===== src/rtl/serial_bit_gen_if.sv =====
// serial_bit_gen_if: request/data/status bundle for serial_bit_gen.
//   start    - transmission request level (rising edge accepted in IDLE)
//   din      - WIDTH-bit word, captured on the accepting edge
//   e_out    - serial line, MSB first, idles at 1
//   bit_tick - one-cycle strobe when a new bit appears on e_out
//   busy     - high while bits are being sent
//   done     - one-cycle pulse after the last bit completes
// master: the requester (drives start/din). slave: the generator.
interface serial_bit_gen_if #(
    parameter int unsigned WIDTH = 8
);
    logic             start;
    logic [WIDTH-1:0] din;
    logic             e_out;
    logic             bit_tick;
    logic             busy;
    logic             done;

    modport master (
        output start,
        output din,
        input  e_out,
        input  bit_tick,
        input  busy,
        input  done
    );

    modport slave (
        input  start,
        input  din,
        output e_out,
        output bit_tick,
        output busy,
        output done
    );
endinterface


===== src/rtl/serial_bit_gen.sv =====
// serial_bit_gen: parallel-in, serial-out bit pattern generator.
// On a rising edge of start while idle, captures din and sends it MSB first on e_out,
// holding each bit for DIV clocks, then pulses done and returns the line to 1.
// Ports:
//   clk - clock, rising edge
//   rst - synchronous active-high reset
//   bus - serial_bit_gen_if.slave (start, din in; e_out, bit_tick, busy, done out)
module serial_bit_gen #(
    parameter int unsigned WIDTH = 8,
    parameter int unsigned DIV   = 1
) (
    input logic             clk,
    input logic             rst,
    serial_bit_gen_if.slave bus
);
    localparam int unsigned BW = $clog2(WIDTH);
    localparam int unsigned PW = (DIV > 1) ? $clog2(DIV) : 1;
    localparam logic [BW-1:0] LastBit   = BW'(WIDTH - 1);
    localparam logic [PW-1:0] PrescLast = PW'(DIV - 1);

    typedef enum logic [1:0] {StIdle, StShift, StDone} state_e;

    state_e           state_q, state_d;
    logic             start_d_q, start_d_d;
    logic [WIDTH-1:0] shreg_q, shreg_d;
    logic [BW-1:0]    bitcnt_q, bitcnt_d;
    logic [PW-1:0]    presc_q, presc_d;
    logic             e_out_q, e_out_d;
    logic             bit_tick_q, bit_tick_d;
    logic             busy_q, busy_d;
    logic             done_q, done_d;

    always_ff @(posedge clk) begin
        if (rst) begin
            state_q    <= StIdle;
            // Treat start as already high so a level held through reset is not an edge.
            start_d_q  <= 1'b1;
            shreg_q    <= '0;
            bitcnt_q   <= '0;
            presc_q    <= '0;
            e_out_q    <= 1'b1;
            bit_tick_q <= 1'b0;
            busy_q     <= 1'b0;
            done_q     <= 1'b0;
        end else begin
            state_q    <= state_d;
            start_d_q  <= start_d_d;
            shreg_q    <= shreg_d;
            bitcnt_q   <= bitcnt_d;
            presc_q    <= presc_d;
            e_out_q    <= e_out_d;
            bit_tick_q <= bit_tick_d;
            busy_q     <= busy_d;
            done_q     <= done_d;
        end
    end

    always_comb begin
        state_d    = state_q;
        start_d_d  = bus.start;
        shreg_d    = shreg_q;
        bitcnt_d   = bitcnt_q;
        presc_d    = presc_q;
        e_out_d    = e_out_q;
        bit_tick_d = 1'b0;
        busy_d     = busy_q;
        done_d     = 1'b0;

        unique case (state_q)
            StIdle: begin
                // Edges arriving outside IDLE are simply lost, never queued.
                if (bus.start && !start_d_q) begin
                    shreg_d    = bus.din;
                    bitcnt_d   = '0;
                    presc_d    = '0;
                    e_out_d    = bus.din[WIDTH-1];
                    bit_tick_d = 1'b1;
                    busy_d     = 1'b1;
                    state_d    = StShift;
                end
            end
            StShift: begin
                if (presc_q == PrescLast) begin
                    if (bitcnt_q != LastBit) begin
                        shreg_d    = shreg_q << 1;
                        // Bit that becomes the MSB after this shift.
                        e_out_d    = shreg_q[WIDTH-2];
                        bitcnt_d   = bitcnt_q + 1'b1;
                        presc_d    = '0;
                        bit_tick_d = 1'b1;
                    end else begin
                        e_out_d = 1'b1;
                        busy_d  = 1'b0;
                        done_d  = 1'b1;
                        state_d = StDone;
                    end
                end else begin
                    presc_d = presc_q + 1'b1;
                end
            end
            StDone: begin
                state_d = StIdle;
            end
            default: begin
                state_d = StIdle;
            end
        endcase
    end

    assign bus.e_out    = e_out_q;
    assign bus.bit_tick = bit_tick_q;
    assign bus.busy     = busy_q;
    assign bus.done     = done_q;
endmodule


===== src/flat_wrapper.sv =====
// flat-port wrapper written by rule: the top's interface ports become plain ports
module serial_bit_gen_flat 
#(
    parameter int unsigned WIDTH = 8,
    parameter int unsigned DIV   = 1
)
  (clk, rst, bus_start, bus_din, bus_e_out, bus_bit_tick, bus_busy, bus_done);
  serial_bit_gen_if #(.WIDTH(WIDTH)) bus_i ();
  input logic clk;
  input logic rst;
  input wire logic [$bits(bus_i.start)-1:0] bus_start;
  input wire logic [$bits(bus_i.din)-1:0] bus_din;
  output wire logic [$bits(bus_i.e_out)-1:0] bus_e_out;
  output wire logic [$bits(bus_i.bit_tick)-1:0] bus_bit_tick;
  output wire logic [$bits(bus_i.busy)-1:0] bus_busy;
  output wire logic [$bits(bus_i.done)-1:0] bus_done;
  assign bus_i.start = bus_start;
  assign bus_i.din = bus_din;
  assign bus_e_out = bus_i.e_out;
  assign bus_bit_tick = bus_i.bit_tick;
  assign bus_busy = bus_i.busy;
  assign bus_done = bus_i.done;
  serial_bit_gen #(.WIDTH(WIDTH), .DIV(DIV)) u_core (.clk(clk), .rst(rst), .bus(bus_i));
endmodule

===== config.mk =====
export PLATFORM = sky130hd
export DESIGN_NAME = serial_bit_gen_flat
export DESIGN_NICKNAME = d
export VERILOG_FILES = /design/src/rtl/serial_bit_gen_if.sv /design/src/rtl/serial_bit_gen.sv /design/src/flat_wrapper.sv
export SDC_FILE = /design/constraint.sdc
export NUM_CORES = 1
export LEC_CHECK = 0
export ABC_AREA = 1
export CORE_MARGIN = 3
export CORE_UTILIZATION = 44
export DETAILED_ROUTE_END_ITERATION = 12
export PLACE_DENSITY = 0.71
export SYNTH_ARGS = -nofsm -noshare
export SYNTH_HDL_FRONTEND = slang
export SYNTH_SLANG_ARGS = --single-unit

===== constraint.sdc =====
create_clock -name clk -period 1.16 [get_ports clk]
set_input_delay 0.116 -clock clk [delete_from_list [all_inputs] [get_ports clk]]
set_output_delay 0.116 -clock clk [all_outputs]
set_load 0.01 [all_outputs]

Word level (Yosys, flattened, before mapping)
Index checks and enable logic that the tools add are counted.

storage, ports and cells
  bits in registers = 18
  input bits = 11
  word-level logic and storage cells = 56

operators by class
  add/sub/neg operators = 2
  equality and inequality tests = 6
  mux-type cells = 28
  bitwise logic cells = 1
  reductions and logical operators = 10

operator list
  operator                                                                count
  7-bit two-way mux                                                       3
  7-bit one-hot mux with 2 select lines                                   1
  1-bit two-way mux                                                       12
  3-bit two-way mux                                                       3
  1-bit one-hot mux with 2 select lines                                   4
  4-bit AND reduction                                                     2
  2-bit two-way mux                                                       3
  3-bit one-hot mux with 2 select lines                                   1
  3-bit AND reduction                                                     2
  2-bit by 1-bit != test with 1-bit output (second input constant)        2
  2-bit != test (second input constant)                                   2
  2-bit one-hot mux with 2 select lines                                   1
  3-bit by 1-bit adder with 3-bit output (second input constant)          1
  3-bit != test (second input constant)                                   1
  3-bit OR reduction                                                      1
  2-bit by 1-bit equality test with 1-bit output (second input constant)  1
  2-bit zero test                                                         1
  2-bit AND reduction                                                     1
  2-bit nonzero test                                                      1
  1-bit adder (second input constant)                                     1
  1-bit logical AND                                                       1
  1-bit zero test                                                         1
  1-bit inverter                                                          1

Longest topological paths before layout
Gate-level depths: netlist of the first run.

  depth in word-level cells = 4
  depth in mapped cells = 7

Least setup slack after synthesis of the first run
OpenSTA, ideal clock, no wires.

  kind = reg2reg
  start point = register u_core.bitcnt_q[0]
  end point = register u_core.shreg_q[1]
  arrival = 1167 ps
  path slack = -120 ps
  stages on the path, launching flop included = 8
  path buffers = 1
  period minus slack after synthesis = 1280 ps
  cell sequence = dfxtp_1 -> ha_1 -> ha_1 -> a21oi_1 -> nand2_1 -> buf_6 -> nand3_1 -> nand2_1

on the way
  longest elaborated chain between the ends = 3

RTL lines
  element                                             line                  source
  start: declaration                                  serial_bit_gen.sv:26  logic [BW-1:0] bitcnt_q, bitcnt_d;
  start signal: assignment                            serial_bit_gen.sv:49  bitcnt_q <= bitcnt_d;
  3-bit != test                                       serial_bit_gen.sv:84  if (bitcnt_q != LastBit) begin
  2-bit by 1-bit != test with 1-bit output (no line)  -
  4-bit AND reduction (no line)                       -
  end signal: assignment                              serial_bit_gen.sv:48  shreg_q <= shreg_d;
  end: declaration                                    serial_bit_gen.sv:25  logic [WIDTH-1:0] shreg_q, shreg_d;

Every way passes these cells.
A chain may end at the register's enable or synchronous reset.

Worst setup path after layout of the first run
  start point = register u_core.bitcnt_q[0]
  end point = register u_core.busy_q (netlist: u_core.bus.busy)

on the way
  longest elaborated chain between the ends = 3

RTL lines
  element                        line                  source
  3-bit != test                  serial_bit_gen.sv:84
  2-bit != test (no line)        -
  4-bit AND reduction (no line)  -
  end signal: assignment         serial_bit_gen.sv:53  busy_q <= busy_d;
  end: declaration               serial_bit_gen.sv:30  logic busy_q, busy_d;

Every way passes these cells.

==> results.md, run 1 <==
Job:
- The total of max-cap violations is 0.

STA:
- Setup violations remaining at the end of the flow were counted as 12.
- For the pin with the worst max-slew slack, the measured transition is around 0.23 ns.
- The worst-case hold slack is just under 0.4 ns.
- The final worst-path cycle share is 111.5%.
- Setup repair after global routing could not meet its margin everywhere.
- In this run the tightest slew margin relative to its limit is between 80% and 90%.
- After layout, the minimum clock period comes to between 1 and 1.5 ns.
- The smallest setup slack after layout is -0.1339 ns.
- The final hold violation count was 0.
- The total count of max-transition violations in the final report is 0.
- In the final timing run, aggregate negative setup slack is -0.9159 ns.
- The worst clock skew is 0.01179 ns.
- The highest attainable clock frequency is 772.9 MHz.

Drt:
- After detailed routing, the number of remaining DRC violations is 0.
- The number of iterations in the first detailed-routing pass is 4.
- The number of vias after detailed routing is between 700 and 800.
- In this run the remaining antenna-violating nets after routing total 0.
- The via density per instance is between 5 and 6.
- After detailed routing, the total wire length is around 2.1 mm.
- Dividing the detail-routed wire length by the instance count gives approximately 13 um.
- The initial DRC count is 20.

Synth:
- The synthesized area is roughly 780 um^2.
- The flop and latch count out of synthesis is 17.
- The post-synth net total is 120.
- The most area-hungry cell type in the Yosys netlist is dfxtp_1.
- Of the total synthesized cell area, the portion taken by full adders, half adders and majority gates is under 10%.
- Yosys attributes the largest share of cell area to dfxtp_1, nand3_1, nand2_1, buf_6, nor2_1.
- The synthesized netlist devotes 0% of its cell area to XOR and XNOR gates.
- The register area share after synthesis is 43.59%.
- After synthesis, the netlist uses 17 different library cells.
- In the synthesized netlist, the number of instances is approximately 110.
- The warning count from the yosys run is 0.
- The share of synthesized cell area in and, or, nand and nor gates is between 30% and 40%.
- The synthesized netlist devotes between 4 and 5% of its cell area to compound gates.
- In this run the mean area of a mapped cell was ~7.3 um^2.
- The share of synthesized area in the top cell type comes to 43.59%.
- The share of cell area taken by muxes after synthesis is 0%.
- By area, the combinational part of the netlist is dominated by simple AND/OR/NAND/NOR gates.

Global routing:
- The maximum number of pins on one net before global-route repair is 22.
- The number of global-route vias before repair is ~690.
- The total grt overflow is 0.
- The global-route wire length before repair is around 3.1 mm.
- The initial antenna violation count was 0.
- In the global route stage, overall resource usage came out at 19.86%.

Power:
- The power share of the combinational group is about a fifth.
- The internal power summed over all cells is 0.8404 mW.
- The clock power share is 27.8%.
- The worst ir drop on vdd is between 600 and 700 uV.
- The total power divided by cell area is about 960 nW/um^2.
- The completed layout was analyzed and its total power is around 1.2 mW.
- Per report_power, the sequential group accounts for 53.4% of the total.
- The fraction of power spent switching nets is approximately 28%.
- The standby leakage power is 0.5321 nW.
- For this design the total switching power over the nets is around 0.33 mW.

Place:
- Before CTS, the worst setup slack after placement is -0.1854 ns.
- The number of instances in the placed design is about 150.
- After legalization and detailed placement, the total HPWL measured ~1.2 mm.
- Buffers placed on the I/O ports in this run total 14.
- Routability-driven placement finished with a final weighted congestion of around 0.77.
- The post-detailed-placement cell area is between 1000 and 1500 um^2.

Floorplan:
- The initial core utilization is about half.
- Measured along the y axis, the die boundary spans roughly 48 um.
- The total die area is roughly 2300 um^2.
- The width of the die is 48.13 um.
- The number of rows created at floorplan is 14.
- The placeable core region is roughly 1600 um^2.
- 15 I/O pins were placed.

Layout:
- The synthesis-to-layout area growth is 56.41%.
- The count of placed standard cells in the final layout, fillers left out is approximately 160.
- The post-route cell area is 1221 um^2.
- At the end of the flow the core is filled with cells to between 70% and 80%.
- The number of antenna diodes is 0.
- The number of nets at the end of the flow is 146.
- The most common cell after layout, fill and taps aside is nand2_1.
- Leaving out fill and tap cells, the most frequent cells in the layout are nand2_1, nand3_2, dfxtp_1.
- The fraction of final layout cells with drive strength greater than 1 is between 40% and 50%.

Critical path:
- The cell with the biggest individual delay on the critical path is dfxtp_2.
- STA puts the critical path data arrival time at 1.52 ns.
- STA classifies the critical path startpoint as a flip-flop.
- The critical path's most frequent cell is ha_4.
- The required time reported for the critical path endpoint is roughly 1.4 ns.
- The signal on the critical path passes through ha_4 > ha_4 > buf_6 > inv_4 > buf_4 > o21ai_2 > a21oi_1.
- The delay of the slowest cell on the worst path is about 0.35 ns.
- In this run the worst path has a maximum fanout of 3.
- The setup path with the least slack is of type flip-flop to flip-flop.
- The endpoint class of the critical path is a flip-flop.

Clock tree:
- Counting along the longest clock path gives a buffer depth of 2.
- The TritonCTS clock tree is done.
- The H-tree depth reported by CTS is 1.
- The CTS sink count is 17.
- Buffers inserted during clock tree synthesis total 3.
- The cell sitting at the root of the clock tree is a clkbuf_4.
- The later pin in the worst-skew pair is clocked with a latency of around 0.30 ns.
- After clock tree synthesis, the clock-pin slew on the worst setup and hold paths is 0.11 ns.

Run status:
- The run finished, with violations left.
- The final reports fail on negative setup slack.

Min path:
- The path type of the worst min-delay path is input pin to flip-flop.
-- path summary, 6_finish.rpt --
| path | from | to | slack [ns] | cells after the start |
|---|---|---|---|---|
| max reg2reg | u_core.bitcnt_q[0] | u_core.bus.busy | -0.13 | 7 |
| max | u_core.bitcnt_q[0] | u_core.bus.busy | -0.13 | 7 |
| min | bus_start | u_core.start_d_q | 0.40 | 3 |
| min reg2reg | u_core.shreg_q[1] | u_core.shreg_q[1] | 0.47 | 2 |
-- state kept, by name (all words and copies together), names as in the netlist --
| signal | count |
|---|---|
| u_core.bus.bit_tick | 1 |
| u_core.state_q | 2 |
| u_core.bus.done | 1 |
| u_core.shreg_q | 7 |
| u_core.bitcnt_q | 3 |
| u_core.bus.e_out | 1 |
| u_core.bus.busy | 1 |
| u_core.start_d_q | 1 |
-- logic make-up after synthesis --
group / after synthesis
AND/OR/NAND/NOR: 70
flip-flops: 17
buffers and inverters: 12
AO/OA/AOI/OAI: 6
adder cells (fa/ha/maj): 2
-- Yosys cell counts --
master    count
nand4_1       1
nand3_1      26
a21oi_1       3
nor2_1        8
o21ai_1       2
buf_2         1
a21boi_0      1
nand2_2       1
dfxtp_1      17
nand2_1      31
buf_6         3
buf_4         1
inv_1         6
ha_1          2
nor3_1        2
nand2_4       1
inv_2         1
-- timing repair --
item,CTS,global route
resized for setup,27,15
pin swaps,9,8
endpoints found under the setup margin,16,16
hold buffers,0,0
buffers inserted,2,1
gates cloned,2,0
-- area by class of cell --
cell class	instances	area [um^2]
multi-input cells	79	545.5
clock inverters	1	5.005
inverters	7	28.78
flip-flops and latches	17	344.1
clock buffers	3	22.52
well taps	24	30.03
fillers	105	372.9
repair buffers	25	245.2
-- routing by layer --
metal	vias up	routed length, um	track usage [%]	part of all wire (%)
met2	15	1038	31.66	49
met1	360	939	26.56	45
met4	0	50	3.226	2.4
met5	-	0	0	0
li1	403	-	-	-
met3	8	76	6.642	3.6
-- power groups by stage --
| stage | sequential [mW] | clock [mW] | combinational (mW) |
|---|---|---|---|
| 2_1_floorplan | 0.635 | 0 | 0.0965 |
| 3_5_place_dp | 0.635 | 0 | 0.171 |
| 3_3_place_gp | 0.634 | 0 | 0.170 |
| 5_1_grt | 0.629 | 0.341 | 0.241 |
| 6_report | 0.626 | 0.326 | 0.221 |
| 4_1_cts | 0.623 | 0.328 | 0.202 |
-- critical path, delay by kind of cell, from the launching register on --
family | cells | cell delay [ns]
buffers and inverters | 3 | 0.30
AO/OA/AOI/OAI | 2 | 0.27
adder cells (fa/ha/maj) | 2 | 0.31
flip-flops | 1 | 0.35
No activity file was read; power rests on OpenSTA's default activity.
==> inputs of run 2 (changes only) <==
--- a/config.mk
+++ b/config.mk
@@ -6,10 +6,12 @@
 export NUM_CORES = 1
 export LEC_CHECK = 0
 export ABC_AREA = 1
+export CELL_PAD_IN_SITES_DETAIL_PLACEMENT = 0
+export CELL_PAD_IN_SITES_GLOBAL_PLACEMENT = 1
 export CORE_MARGIN = 3
-export CORE_UTILIZATION = 44
+export CORE_UTILIZATION = 31
 export DETAILED_ROUTE_END_ITERATION = 12
-export PLACE_DENSITY = 0.71
+export PLACE_DENSITY = 0.7
 export SYNTH_ARGS = -nofsm -noshare
 export SYNTH_HDL_FRONTEND = slang
 export SYNTH_SLANG_ARGS = --single-unit
==> run 2 against run 1 <==
The run still ends with negative setup slack left; sequential share of layout area increased by 1.5 points; routed wire length fell by 7.2%; sequential cell count unchanged; critical path depth unchanged; core utilization is 26 points lower; final area shrank 5.1%; worst setup slack improved by 0.066 ns; sequential power barely moved.
==> results.md, run 2 (same netlist as run 1, synthesis figures left out) <==
Power:
- Dividing total power by cell area gives a power density of ~990 nW/um^2.
- Of the total power, the share spent switching nets is ~27%.
- The power share of the combinational group is between 10% and 20%.
- The share of total power dissipated in the clock network is between 20% and 30%.
- The worst-case IR drop observed on VDD is a little under 600 uV.
- Summed over all nets, the switching power comes to 0.3075 mW.
- The standby leakage power is 0.5325 nW.
- Of the total power, registers draw 54.4%.
- Internal power comes to between 0.8 and 0.9 mW.

Clock tree:
- The largest buffer count on any clock path is 2.
- The root buffer selected by CTS is clkbuf_4.
- Buffers inserted to repair hold after CTS numbered 0.
- The number of buffers created by CTS is 3.
- The tree built by TritonCTS fans out to 17 sinks.
- The TritonCTS clock tree is done.
- For the worst-skew pair, the clock arrives at the later sink with an insertion delay of between 0.2 and 0.3 ns.
- The H-tree depth reported by CTS is 1.
- After clock tree synthesis, the clock-pin slew on the worst setup and hold paths is 0.10 ns.

Global routing:
- The first global-routing pass estimated between 3 and 4 mm of wire.
- The initial antenna violation count is 0.
- The maximum number of pins on one net before global-route repair is 22.
- The number of global-route vias before repair is 745.
- The total grt overflow is 0.
- The total track usage is a little over an eighth.

Drt:
- The detail route stage leaves a number of antenna-violating nets equal to 0.
- The initial DRC count is 25.
- In the final routed layout, each cell accounts on average for about 12 um.
- Summed over all layers, the routed wires come to between 1.5 and 2 mm.
- For this run, the detailed router's first-pass iteration total came to 4.
- After detailed routing, the number of remaining DRC violations is 0.
- The via density per instance is roughly 4.8.
- For this block, the via count after detailed routing is ~770.

Layout:
- For this run, the number of standard cells in the final layout without fillers is approximately 160.
- The library cell used most frequently in the layout, excluding fill and tap cells, is nand2_1.
- The number of flip-flops under the largest register name is 7.
- The fraction of final layout cells with drive strength greater than 1 is a little under a third.
- In the layout the commonest cells are nand2_1, nand3_1, dfxtp_1.
- The repair_antennas step left the layout with diodes totalling 0.
- The largest registers in the layout are u_core.shreg_q x7, u_core.bitcnt_q x3, u_core.state_q x2.
- In the final design database the tool counted 147 nets.
- u_core.shreg_q holds more flip-flops than any other register.
- The synthesis-to-layout area growth is 48.40%.

Critical path:
- The worst setup slack for register-to-register paths is -0.07 ns.
- On the worst path, the slowest cell contributes a delay of about 0.35 ns.
- The worst register-to-register path begins at u_core.bitcnt_q[0].
- The critical path class is flip-flop to flip-flop.
- The endpoint class of the critical path is a flip-flop.
- The last element of the critical path is u_core.shreg_q[2].
- For the worst setup path, the data arrival time is ~1.5 ns.
- The length in cells of the worst reg-to-reg path is 7.
- The combined buffer and inverter count along the critical path is 1.
- The worst setup path is launched from a flip-flop.
- The cell with the biggest individual delay on the critical path is dfxtp_2.
- Among the stages of the critical path, the cell type that occurs most often is ha_4.
- Along the worst path, the maximum fanout reaches 5.
- The timing startpoint of the critical path is u_core.bitcnt_q[0].
- The critical path runs through a total of 7 cells.
- The signal on the critical path passes through ha_4 > ha_4 > inv_1 > nand3_2 > nand2_4 > nand3_1 > nand2_2.
- The endpoint identified for the worst register-to-register timing path is u_core.shreg_q[2].
- On the critical path the largest part of the delay comes from simple AND/OR/NAND/NOR gates.
- The required time reported for the critical path endpoint is between 1 and 1.5 ns.

STA:
- Counting I/O delays and the setup requirement, the final critical path takes 1.228 ns.
- The final worst-path cycle share is 105.8%.
- The total count of max-transition violations in the final report is 0.
- Between clock sinks in the finished design, the worst skew comes to around 0.0063 ns.
- The smallest setup slack after layout is -0.06755 ns.
- Static timing analysis puts the maximum clock frequency at roughly 800 MHz.
- The worst-case hold slack is 0.4066 ns.
- Setup repair after global routing could not meet its margin everywhere.
- The final hold violation count is 0.
- The worst slew slack as a fraction of its limit is 85.03%.
- At the pin with the least slew margin, the transition time is 0.2244 ns.
- The total of endpoints with negative setup slack in the final report is 10.

Floorplan:
- The number of primary I/O pins is 15.
- The total area inside the core boundary comes to between 2000 and 2500 um^2.
- The initial core utilization is between 30% and 40%.
- The total die area is 3157 um^2.
- In this run the horizontal extent of the chip is 56.19 um.
- The floorplan die height is roughly 56 um.
- The floorplan has 17 rows.

Place:
- The wire-length estimate of the detail-placed layout is 1.232 mm.
- The placer's final routability congestion estimate is approximately 0.78.
- In this run the tool buffered the top-level ports with 14 buffer cells.
- The number of instances in the placed design is around 150.

Job:
- Across the run, the number of max-cap violations was 0.

Run status:
- The final reports fail on negative setup slack.
- The flow ran to the end, but the final reports show violations.

Min path:
- The path type of the worst min-delay path is input pin to flip-flop.
[run 2: cell count changes in the layout (fill, tap and decap cells not counted), moves of 2 or more]
| cell | before | now |
|---|---|---|
| nand3_1 | 8 | 20 |
| buf_4 | 6 | 9 |
| nand3_2 | 17 | 6 |
| buf_6 | 4 | 2 |
[run 2: per-stage QoR]
stage | setup slack (ns) | utilization, % | setup TNS, ns | instance area (um^2) | power, mW
CTS | -0.05641 | 48.15 | -0.4849 | 1106 | 1.147
global route | -0.1314 | 50.44 | -1.356 | 1159 | 1.214
global placement | -0.1467 | 44.66 | -1.340 | 1026 | 0.8175
floorplan | -0.005992 | - | -0.03782 | 817.0 | 0.7317
finish | -0.06755 | 50.44 | -0.5071 | 1159 | 1.149
detailed placement | -0.1641 | 44.66 | -1.603 | 1026 | 0.8160
[run 2: power by group through the flow]
stage | registers (mW) | clock network [mW] | logic [mW]
floorplan | 0.635 | 0 | 0.0965
CTS | 0.623 | 0.331 | 0.194
detailed placement | 0.636 | 0 | 0.180
global placement | 0.635 | 0 | 0.182
global route | 0.628 | 0.361 | 0.224
finish | 0.624 | 0.319 | 0.206
[run 2: metal layers]
layer / vias to the layer above / track usage (%) / wire length (um)
met5: - / 0 / 0
met4: 0 / 4.068 / 17
met3: 2 / 3.712 / 126
met2: 21 / 20.03 / 901
met1: 343 / 18.11 / 906
li1: 401 / - / -
[run 2: repair_timing]
item / in CTS / in global routing
setup buffers: 2 / 1
cloned: 1 / 0
pin swaps: 7 / 2
resized for setup: 13 / 12
setup endpoints to repair: 14 / 15
[run 2: area by class of cell]
class | count | area (um^2)
Sequential cell | 17 | 344.1
Tap cell | 28 | 35.03
Multi-Input combinational cell | 79 | 481.7
Fill cell | 236 | 1139
Clock buffer | 4 | 26.28
Timing Repair Buffer | 26 | 245.2
Inverter | 7 | 26.28
[run 2: worst min path at each step]
stage               cells after the start           endpoint               from  slack (ns)
floorplan                               1    u_core.bus.busy                rst        0.19
global placement                        2  u_core.shreg_q[0]  u_core.shreg_q[0]        0.46
detailed placement                      2  u_core.shreg_q[1]  u_core.shreg_q[1]        0.46
CTS                                     3  u_core.shreg_q[0]         bus_din[0]        0.41
global route                            3  u_core.shreg_q[0]         bus_din[0]        0.42
finish                                  3  u_core.shreg_q[0]         bus_din[0]        0.41
[run 2: worst register-to-register path, cell delays in order, from the launching register on]
cell and delay, ns:
dfxtp_2 0.35, ha_4 0.16, ha_4 0.16, inv_1 0.08, nand3_2 0.13, nand2_4 0.13, nand3_1 0.09, nand2_2 0.08
